==> config.mk <==
export PLATFORM = sky130hd
export DESIGN_NAME = vga_sync_decoder_flat
export DESIGN_NICKNAME = d
export VERILOG_FILES = /design/src/rtl/vga_sync_if.sv /design/src/rtl/vga_sync_decoder.sv /design/src/flat_wrapper.sv
export SDC_FILE = /design/constraint.sdc
export NUM_CORES = 1
export LEC_CHECK = 0
export CAP_MARGIN = 10
export CELL_PAD_IN_SITES_DETAIL_PLACEMENT = 1
export CELL_PAD_IN_SITES_GLOBAL_PLACEMENT = 1
export CORE_MARGIN = 5
export CORE_UTILIZATION = 45
export CTS_BUF_LIST = sky130_fd_sc_hd__clkbuf_8
export CTS_CLUSTER_SIZE = 14
export DETAILED_ROUTE_END_ITERATION = 7
export PLACE_DENSITY = 0.89
export SYNTH_ARGS = -nofsm -noshare
export SYNTH_HDL_FRONTEND = slang
export SYNTH_SLANG_ARGS = --single-unit
==> constraint.sdc <==
create_clock -name clk -period 4.85 [get_ports clk]
set_input_delay 0.97 -clock clk [delete_from_list [all_inputs] [get_ports clk]]
set_output_delay 0.97 -clock clk [all_outputs]
set_load 0.02 [all_outputs]
==> src/rtl/vga_sync_if.sv <==
// Timing-capture bus between the VGA sync source and the receive-side decoder.
interface vga_sync_if;
  logic        clk_en;
  logic        hsync_in;
  logic        vsync_in;
  logic [10:0] x_pos;
  logic [9:0]  y_pos;
  logic        de;
  logic        frame_start;
  logic [10:0] line_len;
  logic [9:0]  frame_lines;
  logic        locked;
  logic        sync_err;

  modport master (
    output clk_en, hsync_in, vsync_in,
    input  x_pos, y_pos, de, frame_start, line_len, frame_lines, locked, sync_err
  );

  modport slave (
    input  clk_en, hsync_in, vsync_in,
    output x_pos, y_pos, de, frame_start, line_len, frame_lines, locked, sync_err
  );
endinterface

==> src/rtl/vga_sync_decoder.sv <==
// Receive-side VGA timing decoder: recovers pixel coordinates and data enable from
// active-low hsync/vsync, measures line and frame length, and tracks lock.
module vga_sync_decoder #(
  parameter int unsigned H_VISIBLE  = 640,
  parameter int unsigned H_SYNC     = 96,
  parameter int unsigned H_BACK     = 48,
  parameter int unsigned H_TOTAL    = 800,
  parameter int unsigned V_VISIBLE  = 480,
  parameter int unsigned V_SYNC     = 2,
  parameter int unsigned V_BACK     = 33,
  parameter int unsigned V_TOTAL    = 525,
  parameter int unsigned H_TOL      = 1,
  parameter int unsigned V_TOL      = 1,
  parameter int unsigned LOCK_LINES = 8
) (
  input  logic      clk,
  input  logic      reset_n,
  vga_sync_if.slave bus
);

  localparam int unsigned HW = 11;
  localparam int unsigned VW = 10;
  localparam int unsigned GW = $clog2(LOCK_LINES + 1);

  localparam logic [HW-1:0] H_START   = HW'(H_SYNC + H_BACK);
  localparam logic [HW-1:0] H_END     = HW'(H_SYNC + H_BACK + H_VISIBLE);
  localparam logic [HW-1:0] H_LO      = HW'(H_TOTAL - H_TOL);
  localparam logic [HW-1:0] H_HI      = HW'(H_TOTAL + H_TOL);
  localparam logic [HW-1:0] H_SAT     = '1;
  localparam logic [VW-1:0] V_START   = VW'(V_SYNC + V_BACK);
  localparam logic [VW-1:0] V_END     = VW'(V_SYNC + V_BACK + V_VISIBLE);
  localparam logic [VW-1:0] V_LO      = VW'(V_TOTAL - V_TOL);
  localparam logic [VW-1:0] V_HI      = VW'(V_TOTAL + V_TOL);
  localparam logic [GW-1:0] LOCK_LAST = GW'(LOCK_LINES - 1);

  localparam logic [1:0] S_SEARCH = 2'd0;
  localparam logic [1:0] S_VERIFY = 2'd1;
  localparam logic [1:0] S_LOCKED = 2'd2;

  logic [1:0]    state_q, state_d;
  logic          hs_q, hs_d, vs_q, vs_d;
  logic          h_arm_q, h_arm_d, v_arm_q, v_arm_d;
  logic [HW-1:0] hcnt_q, hcnt_d;
  logic [VW-1:0] vcnt_q, vcnt_d;
  logic [GW-1:0] good_q, good_d;
  logic          seen_q, seen_d;
  logic [HW-1:0] line_len_q, line_len_d;
  logic [VW-1:0] frame_lines_q, frame_lines_d;
  logic [HW-1:0] x_q, x_d;
  logic [VW-1:0] y_q, y_d;
  logic          de_q, de_d;
  logic          fs_q, fs_d;
  logic          err_q, err_d;
  logic          locked_q, locked_d;

  logic h_edge, v_edge, line_ok, frame_ok, in_h, in_v, sat;

  // Falling edges count only after a genuine high sample has been seen since reset.
  assign h_edge   = h_arm_q & hs_q & ~bus.hsync_in;
  assign v_edge   = v_arm_q & vs_q & ~bus.vsync_in;
  assign line_ok  = (hcnt_q >= H_LO) && (hcnt_q <= H_HI);
  assign frame_ok = (vcnt_q >= V_LO) && (vcnt_q <= V_HI);
  assign in_h     = (hcnt_q >= H_START) && (hcnt_q < H_END);
  assign in_v     = (vcnt_q >= V_START) && (vcnt_q < V_END);
  assign sat      = (hcnt_q == H_SAT);

  // Next-state: counters, measurements, lock FSM and registered outputs.
  always_comb begin
    state_d       = state_q;
    hs_d          = hs_q;
    vs_d          = vs_q;
    h_arm_d       = h_arm_q;
    v_arm_d       = v_arm_q;
    hcnt_d        = hcnt_q;
    vcnt_d        = vcnt_q;
    good_d        = good_q;
    seen_d        = seen_q;
    line_len_d    = line_len_q;
    frame_lines_d = frame_lines_q;
    x_d           = x_q;
    y_d           = y_q;
    de_d          = de_q;
    locked_d      = locked_q;
    fs_d          = 1'b0;
    err_d         = 1'b0;

    if (bus.clk_en) begin
      hs_d    = bus.hsync_in;
      vs_d    = bus.vsync_in;
      h_arm_d = h_arm_q | bus.hsync_in;
      v_arm_d = v_arm_q | bus.vsync_in;

      if (h_edge) begin
        hcnt_d     = HW'(1);
        line_len_d = hcnt_q;
      end else if (!sat) begin
        hcnt_d = hcnt_q + HW'(1);
      end

      if (v_edge) begin
        vcnt_d        = '0;
        frame_lines_d = vcnt_q;
      end else if (h_edge) begin
        vcnt_d = vcnt_q + VW'(1);
      end

      fs_d = v_edge;

      // Window decode uses the pre-update counters, giving one tick of lag.
      if (in_h && in_v && locked_q) begin
        x_d  = hcnt_q - H_START;
        y_d  = vcnt_q - V_START;
        de_d = 1'b1;
      end else begin
        x_d  = '0;
        y_d  = '0;
        de_d = 1'b0;
      end

      case (state_q)
        S_SEARCH: begin
          if (h_edge) begin
            state_d = S_VERIFY;
            good_d  = '0;
          end
        end
        S_VERIFY: begin
          if (h_edge && line_ok) begin
            good_d = good_q + GW'(1);
            if (good_q == LOCK_LAST) state_d = S_LOCKED;
          end else if (h_edge || sat) begin
            state_d = S_SEARCH;
            err_d   = 1'b1;
          end
        end
        S_LOCKED: begin
          if ((h_edge && !line_ok) || (v_edge && seen_q && !frame_ok) || (sat && !h_edge)) begin
            state_d = S_SEARCH;
            err_d   = 1'b1;
          end else if (v_edge) begin
            seen_d = 1'b1;
          end
        end
        default: state_d = S_SEARCH;
      endcase

      if (state_d != S_LOCKED) seen_d = 1'b0;
      locked_d = (state_d == S_LOCKED);
    end
  end

  // State register with synchronous active-high reset.
  always_ff @(posedge clk) begin
    if (reset_n) begin
      state_q       <= S_SEARCH;
      hs_q          <= 1'b1;
      vs_q          <= 1'b1;
      h_arm_q       <= 1'b0;
      v_arm_q       <= 1'b0;
      hcnt_q        <= '0;
      vcnt_q        <= '0;
      good_q        <= '0;
      seen_q        <= 1'b0;
      line_len_q    <= '0;
      frame_lines_q <= '0;
      x_q           <= '0;
      y_q           <= '0;
      de_q          <= 1'b0;
      fs_q          <= 1'b0;
      err_q         <= 1'b0;
      locked_q      <= 1'b0;
    end else begin
      state_q       <= state_d;
      hs_q          <= hs_d;
      vs_q          <= vs_d;
      h_arm_q       <= h_arm_d;
      v_arm_q       <= v_arm_d;
      hcnt_q        <= hcnt_d;
      vcnt_q        <= vcnt_d;
      good_q        <= good_d;
      seen_q        <= seen_d;
      line_len_q    <= line_len_d;
      frame_lines_q <= frame_lines_d;
      x_q           <= x_d;
      y_q           <= y_d;
      de_q          <= de_d;
      fs_q          <= fs_d;
      err_q         <= err_d;
      locked_q      <= locked_d;
    end
  end

  assign bus.x_pos       = x_q;
  assign bus.y_pos       = y_q;
  assign bus.de          = de_q;
  assign bus.frame_start = fs_q;
  assign bus.line_len    = line_len_q;
  assign bus.frame_lines = frame_lines_q;
  assign bus.locked      = locked_q;
  assign bus.sync_err    = err_q;

endmodule

==> src/flat_wrapper.sv <==
// flat-port wrapper written by rule: the top's interface ports become plain ports
module vga_sync_decoder_flat 
#(
  parameter int unsigned H_VISIBLE  = 640,
  parameter int unsigned H_SYNC     = 96,
  parameter int unsigned H_BACK     = 48,
  parameter int unsigned H_TOTAL    = 800,
  parameter int unsigned V_VISIBLE  = 480,
  parameter int unsigned V_SYNC     = 2,
  parameter int unsigned V_BACK     = 33,
  parameter int unsigned V_TOTAL    = 525,
  parameter int unsigned H_TOL      = 1,
  parameter int unsigned V_TOL      = 1,
  parameter int unsigned LOCK_LINES = 8
)
  (clk, reset_n, bus_clk_en, bus_hsync_in, bus_vsync_in, bus_x_pos, bus_y_pos, bus_de, bus_frame_start, bus_line_len, bus_frame_lines, bus_locked, bus_sync_err);
  vga_sync_if bus_i ();
  input  logic clk;
  input  logic reset_n;
  input wire logic [$bits(bus_i.clk_en)-1:0] bus_clk_en;
  input wire logic [$bits(bus_i.hsync_in)-1:0] bus_hsync_in;
  input wire logic [$bits(bus_i.vsync_in)-1:0] bus_vsync_in;
  output wire logic [$bits(bus_i.x_pos)-1:0] bus_x_pos;
  output wire logic [$bits(bus_i.y_pos)-1:0] bus_y_pos;
  output wire logic [$bits(bus_i.de)-1:0] bus_de;
  output wire logic [$bits(bus_i.frame_start)-1:0] bus_frame_start;
  output wire logic [$bits(bus_i.line_len)-1:0] bus_line_len;
  output wire logic [$bits(bus_i.frame_lines)-1:0] bus_frame_lines;
  output wire logic [$bits(bus_i.locked)-1:0] bus_locked;
  output wire logic [$bits(bus_i.sync_err)-1:0] bus_sync_err;
  assign bus_i.clk_en = bus_clk_en;
  assign bus_i.hsync_in = bus_hsync_in;
  assign bus_i.vsync_in = bus_vsync_in;
  assign bus_x_pos = bus_i.x_pos;
  assign bus_y_pos = bus_i.y_pos;
  assign bus_de = bus_i.de;
  assign bus_frame_start = bus_i.frame_start;
  assign bus_line_len = bus_i.line_len;
  assign bus_frame_lines = bus_i.frame_lines;
  assign bus_locked = bus_i.locked;
  assign bus_sync_err = bus_i.sync_err;
  vga_sync_decoder #(.H_VISIBLE(H_VISIBLE), .H_SYNC(H_SYNC), .H_BACK(H_BACK), .H_TOTAL(H_TOTAL), .V_VISIBLE(V_VISIBLE), .V_SYNC(V_SYNC), .V_BACK(V_BACK), .V_TOTAL(V_TOTAL), .H_TOL(H_TOL), .V_TOL(V_TOL), .LOCK_LINES(LOCK_LINES)) u_core (.clk(clk), .reset_n(reset_n), .bus(bus_i));
endmodule
==> impl_metrics.csv, run 1 <==
group,metric,value,unit
run_status,status,"completed",
power_and_ir_drop,combPwrFrac,5.0,%
sta,worst_slew_pin_slew,0.766,ns
sta,relSlewSlack,47.6,%
clock_tree,numCtsBuffers,9,
yosys,netlist.area_leader.share,43.4,%
die,row_count,32,
cells_and_area,fin_util,55.5,%
setup_path,slowest_stage,"nand4b_1",
cells_and_area,n_antenna_cell,0,
sta,hold_violations,0,
setup_path,cp-start-kind,"primary input",
placement,routabilityCongestion,0.889,
clock_tree,cts_resized,0,
route,num_vias,3141,
setup_path,endpoint_kind,"flip-flop",
setup_path,path_buf_inv,2,
clock_tree,post_cts_buffers,0,
setup_path,cp_cell_sequence,"clkdlybuf4s50_1, buf_4, nand4b_1, nand2_1, and3_1, nand3_1, xor2_1, nor2_1",
setup_path,path_max_fanout,25,
power_and_ir_drop,powerDensity,282,nW/um2
yosys,synth_flop_cell,"dfxtp_1",
power_and_ir_drop,p_clk_share,41.0,%
setup_path,arrival,3.13,ns
sta,clock_skew,0.00954,ns
route,drt_iter0_markers,120,
power_and_ir_drop,pwr-share-seq,54.0,%
global_routing,globalRouteTotalUtil,19.5,%
yosys,yosysSeqAreaShare,43.4,%
power_and_ir_drop,p_sw,295,uW
clock_tree,clk_pin_slew,0.08,ns
clock_tree,clk_latency,0.36,ns
yosys,synth-seq-cells,78,
yosys,syn-num-nets,444,
route,ant_nets,0,
sta,setup-violations-final,0,
sta,setup_tns,0,ns
route,drt-total-wl,9350,um
route,viasPerCell,5.54,
yosys,synth_area_leaders,"dfxtp_1, nand2_1, a21oi_1",
setup_path,cp.required,5.14,ns
die,core,7770,um2
global_routing,grt_pass1_wl,15800,um
sta,period_minus_slack,2.84,ns
yosys,ys.warnings.count,0,
power_and_ir_drop,ir_drop,0.165,mV
die,start_util,46.3,%
placement,numPortBuffers,50,
power_and_ir_drop,swShare,24.3,%
placement,post-dp-hpwl,6680,um
clock_tree,clock_sinks,78,
global_routing,grt_max_degree,44,
setup_path,path_delay_family,"simple AND/OR/NAND/NOR gates",
yosys,synthesis.area,3600,um2
die,pin_count,51,
yosys,async_flop_share,0,%
yosys,netlist.top_cell.by_area,"dfxtp_1",
setup_path,slowest_delay,0.55,ns
yosys,ys_types,49,
die,die_h,99.4,um
clock_tree,clk_path_buf_depth,2,
setup_path,critPathKind,"primary input to flip-flop",
yosys,avgSynthCellArea,8.45,um2
clock_tree,hold_buffers,0,
route,drc_errors,0,
global_routing,first_global_vias,3305,
cells_and_area,nets,478,
min_path,hold_class,"flip-flop to flip-flop",
yosys,synthCells,426,
sta,rsz0062_at_grt,"no",
power_and_ir_drop,leakagePower,1.56,nW
global_routing,gr-total-overflow,0,
die,die_x,99.4,um
sta,period_share,58.5,%
clock_tree,cts_tree,"built",
cells_and_area,syn_to_final_growth,19.7,%
yosys,synth-edff-count,0,
cells_and_area,layout-drive-gt1-share,5.59,%
clock_tree,cts-root-buf,"clkbuf_8",
route,drt-pass1-iter-count,4,
sta,slew_viol_final,0,
run,cap_viol_max_count,0,
power_and_ir_drop,internal-power,918,uW
die,dieArea,9890,um2
route,wl_per_cell,16.5,um
global_routing,antenna_found_initial,0,
clock_tree,htreeDepth,3,
sta,max_freq,352,MHz
-- per-layer routing --
metal / global-route usage (%) / routed length, um / up-vias
met5: 0 / 0 / -
met1: 25.2 / 4570 / 1522
met2: 31.5 / 4250 / 70
met3: 4.42 / 329 / 21
li1: - / - / 1528
met4: 7.67 / 198 / 0
-- power by group through the flow --
stage / Clock, mW / Sequential, mW / Combinational, mW
detailed placement: 0 / 0.670 / 0.0592
CTS: 0.509 / 0.655 / 0.0609
global placement: 0 / 0.670 / 0.0561
floorplan: 0 / 0.667 / 0.0430
global route: 0.539 / 0.656 / 0.0668
finish: 0.497 / 0.655 / 0.0605
-- synth_stat cells, types with 3 or more instances --
library cell and count:
xnor2_1 12, nor2_1 44, or3_1 8, a21oi_1 38, o21ai_0 13, xor2_1 14
o31ai_1 3, dfxtp_1 78, and2_1 6, nor2b_1 4, and3_1 5, nand2_1 62
a22o_1 19, nand3_1 8, buf_2 3, nand2b_1 3, inv_1 13, a31oi_1 8
nor3_1 9, clkbuf_1 23, ha_1 13
-- logic make-up (layout without fill, tap and decap cells) --
logic type / Yosys count / count (layout) / share of synthesized area, %
compound gates: 98 / 98 / 17.8
xor+xnor: 26 / 26 / 6.33
fa+ha+maj: 13 / 13 / 4.52
buf+inv: 44 / 83 / 5.42
flops: 78 / 78 / 43.4
mux: 1 / 1 / 0.278
simple gates: 166 / 166 / 22.3
-- per-stage QoR --
step | instance area, um2 | power, mW | worst slack [ns] | hold slack (ns) | cells
floorplan | 3600 | 0.710 | 2.59 | 0.451 | 426
global placement | 4110 | 0.726 | 1.77 | 0.443 | 551
detailed placement | 4110 | 0.729 | 1.67 | 0.450 | 551
CTS | 4310 | 1.22 | 2.05 | 0.467 | 567
global route | 4310 | 1.26 | 1.83 | 0.488 | 567
finish | 4310 | 1.21 | 2.01 | 0.461 | 567
-- cell usage in the layout (no fill, tap or decap), types with 2 or more instances in the layout --
cell	synthesis	layout
a22o_1	19	19
clkinv_2	0	2
a211oi_1	2	2
nor2b_1	4	4
or3_1	8	8
and3_1	5	5
a32oi_1	2	2
buf_4	0	4
nor2_1	44	44
xor2_1	14	14
nand3_1	8	8
inv_1	13	14
nor4_1	2	2
o211ai_1	2	2
nand4b_1	2	2
and2_1	6	6
a21oi_1	38	38
or4_4	2	2
clkbuf_8	0	10
nor3_1	9	9
a31oi_1	8	8
dfxtp_1	78	78
nand2_1	62	62
and3b_1	2	2
clkdlybuf4s50_1	0	50
ha_1	13	13
o31ai_1	3	3
xnor2_1	12	12
nand2b_1	3	3
nand3b_1	2	2
o21ai_0	13	13
a211o_1	2	2
nand4_1	2	2
-- flip-flops by register name (all words and copies together) (netlist names), 2 cells and up --
register                flops
u_core.bus.line_len        11
u_core.bus.x_pos           11
u_core.vcnt_q              10
u_core.state_q              2
u_core.bus.frame_lines     10
u_core.bus.y_pos           10
u_core.hcnt_q              11
u_core.good_q               4
-- cell type report --
cell class / instances / area, um2
inverters: 13 / 48.8
well taps: 102 / 128
repair buffers: 54 / 531
flip-flops and latches: 78 / 1560
fillers: 946 / 3460
clock inverters: 6 / 60.1
clock buffers: 10 / 138
multi-input cells: 304 / 1840
-- worst register-to-register path, stage by stage, from the launching register on --
cell and delay, ns:
dfxtp_1 0.42, ha_1 0.34, o41ai_1 0.60, a21oi_1 0.17, a31oi_1 0.20, or4_4 0.20, nor2_8 0.08, a22o_1 0.22
-- worst paths after layout --
path / startpoint / endpoint / slack, ns / cells after the start
max: bus_clk_en / u_core.vcnt_q[8] / 2.01 / 8
min: u_core.bus.line_len[8] / u_core.bus.line_len[8] / 0.46 / 2
max reg2reg: u_core.vcnt_q[0] / u_core.bus.y_pos[4] / 2.52 / 7
min reg2reg: u_core.bus.line_len[8] / u_core.bus.line_len[8] / 0.46 / 2
Note: power is estimated with default switching activity, not from simulation.
==> run 2, diff against run 1 <==
Settings changed: CORE_UTILIZATION 45 to 38, PLACE_DENSITY 0.89 to 0.8.
Clock period 4.85 ns to 2.34 ns, I/O delays scaled along.
==> run 2 against run 1 <==
Compared with the run above:
- sequential share of layout area shrank 2.1 points
- core utilization shrank 5.9 points
- total power grew 120%
- die area grew 16%
- flip-flop and latch count is the same
- worst hold slack lost 0.0038 ns
- via count grew 3.0%
- sequential power grew 110%
- non-clock buffer count grew 23
==> impl_metrics.csv, run 2 (synthesized netlist as in run 1, its figures left out) <==
group,metric,value,unit
global_routing,grt_max_degree,44,
min_path,hold_class,"flip-flop to flip-flop",
clock_tree,htreeDepth,3,
cells_and_area,nets,501,
sta,rsz0062_at_grt,"no",
die,start_util,38.9,%
cells_and_area,syn_to_final_growth,27.2,%
clock_tree,cts-root-buf,"clkbuf_8",
run,cap_viol_max_count,0,
power_and_ir_drop,leakagePower,1.70,nW
sta,period_minus_slack,2.21,ns
setup_path,timing.rr.start,"u_core.hcnt_q[0]",
setup_path,ff2ff_setup_slack,0.13,ns
run_status,status,"completed",
placement,post-dp-hpwl,7370,um
sta,hold_violations,0,
setup_path,path_delay_family,"simple AND/OR/NAND/NOR gates",
clock_tree,clock_sinks,78,
min_path,hold_depth,2,
clock_tree,clk_path_buf_depth,2,
die,pin_count,51,
global_routing,antenna_found_initial,0,
clock_tree,cts_tree,"built",
route,drc_errors,0,
cells_and_area,n_antenna_cell,0,
route,num_vias,3236,
sta,setup-violations-final,0,
sta,worst_slew_pin_slew,0.791,ns
clock_tree,numCtsBuffers,9,
setup_path,arrival,2.49,ns
setup_path,cp_cell_sequence,"or4_4, o211ai_1, nand3_2, o31ai_1, o21ai_0, nor3_2",
setup_path,reg2reg_to,"u_core.bus.locked",
setup_path,reg2reg_depth,6,
route,wl_per_cell,16.3,um
sta,setup_tns,0,ns
sta,relSlewSlack,45.9,%
setup_path,slowest_delay,0.56,ns
cells_and_area,layout-drive-gt1-share,10.5,%
global_routing,first_global_vias,3283,
global_routing,globalRouteTotalUtil,18.1,%
global_routing,gr-total-overflow,0,
setup_path,slowest_stage,"or4_4",
setup_path,path_max_fanout,4,
route,drt-total-wl,10100,um
global_routing,grt_pass1_wl,16700,um
route,viasPerCell,5.24,
route,drt_iter0_markers,104,
placement,placed_area,4330,um2
power_and_ir_drop,powerDensity,594,nW/um2
cells_and_area,final_common_cell,"dfxtp_1",
die,die_x,107,um
die,core,9240,um2
min_path,min_from,"u_core.bus.line_len[2]",
setup_path,cp-start-kind,"flip-flop",
setup_path,endpoint_kind,"flip-flop",
setup_path,cp.required,2.62,ns
setup_path,critPathKind,"flip-flop to flip-flop",
clock_tree,clk_latency,0.36,ns
sta,period_share,94.3,%
clock_tree,clk_pin_slew,0.08,ns
die,die_h,107,um
power_and_ir_drop,ir_drop,0.344,mV
route,ant_nets,0,
die,dieArea,11500,um2
sta,slew_viol_final,0,
cells_and_area,layout_common_cells,"dfxtp_1, nand2_1, clkdlybuf4s50_1",
cells_and_area,fin_area,4580,um2
setup_path,path_buf_inv,0,
sta,clock_skew,0.0118,ns
sta,max_freq,453,MHz
placement,routabilityCongestion,0.930,
die,row_count,35,
route,drt-pass1-iter-count,4,
min_path,hold-path-endpoint,"u_core.bus.line_len[2]",
placement,numPortBuffers,50,
run 2: what timing repair did:
action	in CTS	in global routing
hold buffers	0	0
setup endpoints to repair	0	1
resized for setup	0	3
setup buffers	0	0
run 2: stage by stage:
stage          cells  util, %  power, mW  setup slack [ns]  hold WS (ns)
2_1_floorplan    426        -       1.47             0.219         0.451
3_3_place_gp     601     46.9       1.52            0.0830         0.445
3_5_place_dp     601     46.9       1.53            0.0207         0.451
4_1_cts          617     49.4       2.74             0.172         0.461
5_1_grt          617     49.5       2.81            0.0171         0.480
6_report         617     49.5       2.72             0.132         0.457
run 2: layout make-up:
class | instances | area (um2)
Inverter | 13 | 48.8
Sequential cell | 78 | 1560
Fill cell | 1090 | 4660
Clock buffer | 9 | 124
Clock inverter | 7 | 114
Tap cell | 129 | 161
Timing Repair Buffer | 77 | 716
Multi-Input combinational cell | 304 | 1850
run 2: per-layer routing:
| metal | GRT usage [%] | routed length, um |
|---|---|---|
| met1 | 24.5 | 4900 |
| met2 | 29.4 | 4740 |
| met3 | 3.24 | 338 |
| met4 | 5.11 | 104 |
| met5 | 0 | 0 |
run 2: worst max path at each step:
stage / slack, ns / end / startpoint / depth (start not counted)
floorplan: 0.22 / u_core.bus.x_pos[4] / u_core.hcnt_q[1] / 8
global placement: 0.08 / u_core.bus.locked / bus_hsync_in / 7
detailed placement: 0.02 / u_core.bus.locked / bus_hsync_in / 7
CTS: 0.17 / u_core.bus.x_pos[7] / u_core.hcnt_q[0] / 6
global route: 0.02 / u_core.bus.locked / u_core.hcnt_q[0] / 6
finish: 0.13 / u_core.bus.locked / u_core.hcnt_q[0] / 6
run 2: worst reg2reg max path: stages (launching register included):
cell and delay (ns):
dfxtp_1 0.32, or4_4 0.56, o211ai_1 0.36, nand3_2 0.17, o31ai_1 0.25, o21ai_0 0.23, nor3_2 0.25
run 2: power breakdown:
group | internal [mW] | switching (mW) | leakage [nW]
sequential | 1.34 | 0.0117 | 0.630
clock | 0.705 | 0.512 | 0.122
combinational | 0.0570 | 0.0945 | 0.948
total | 2.10 | 0.618 | 1.70
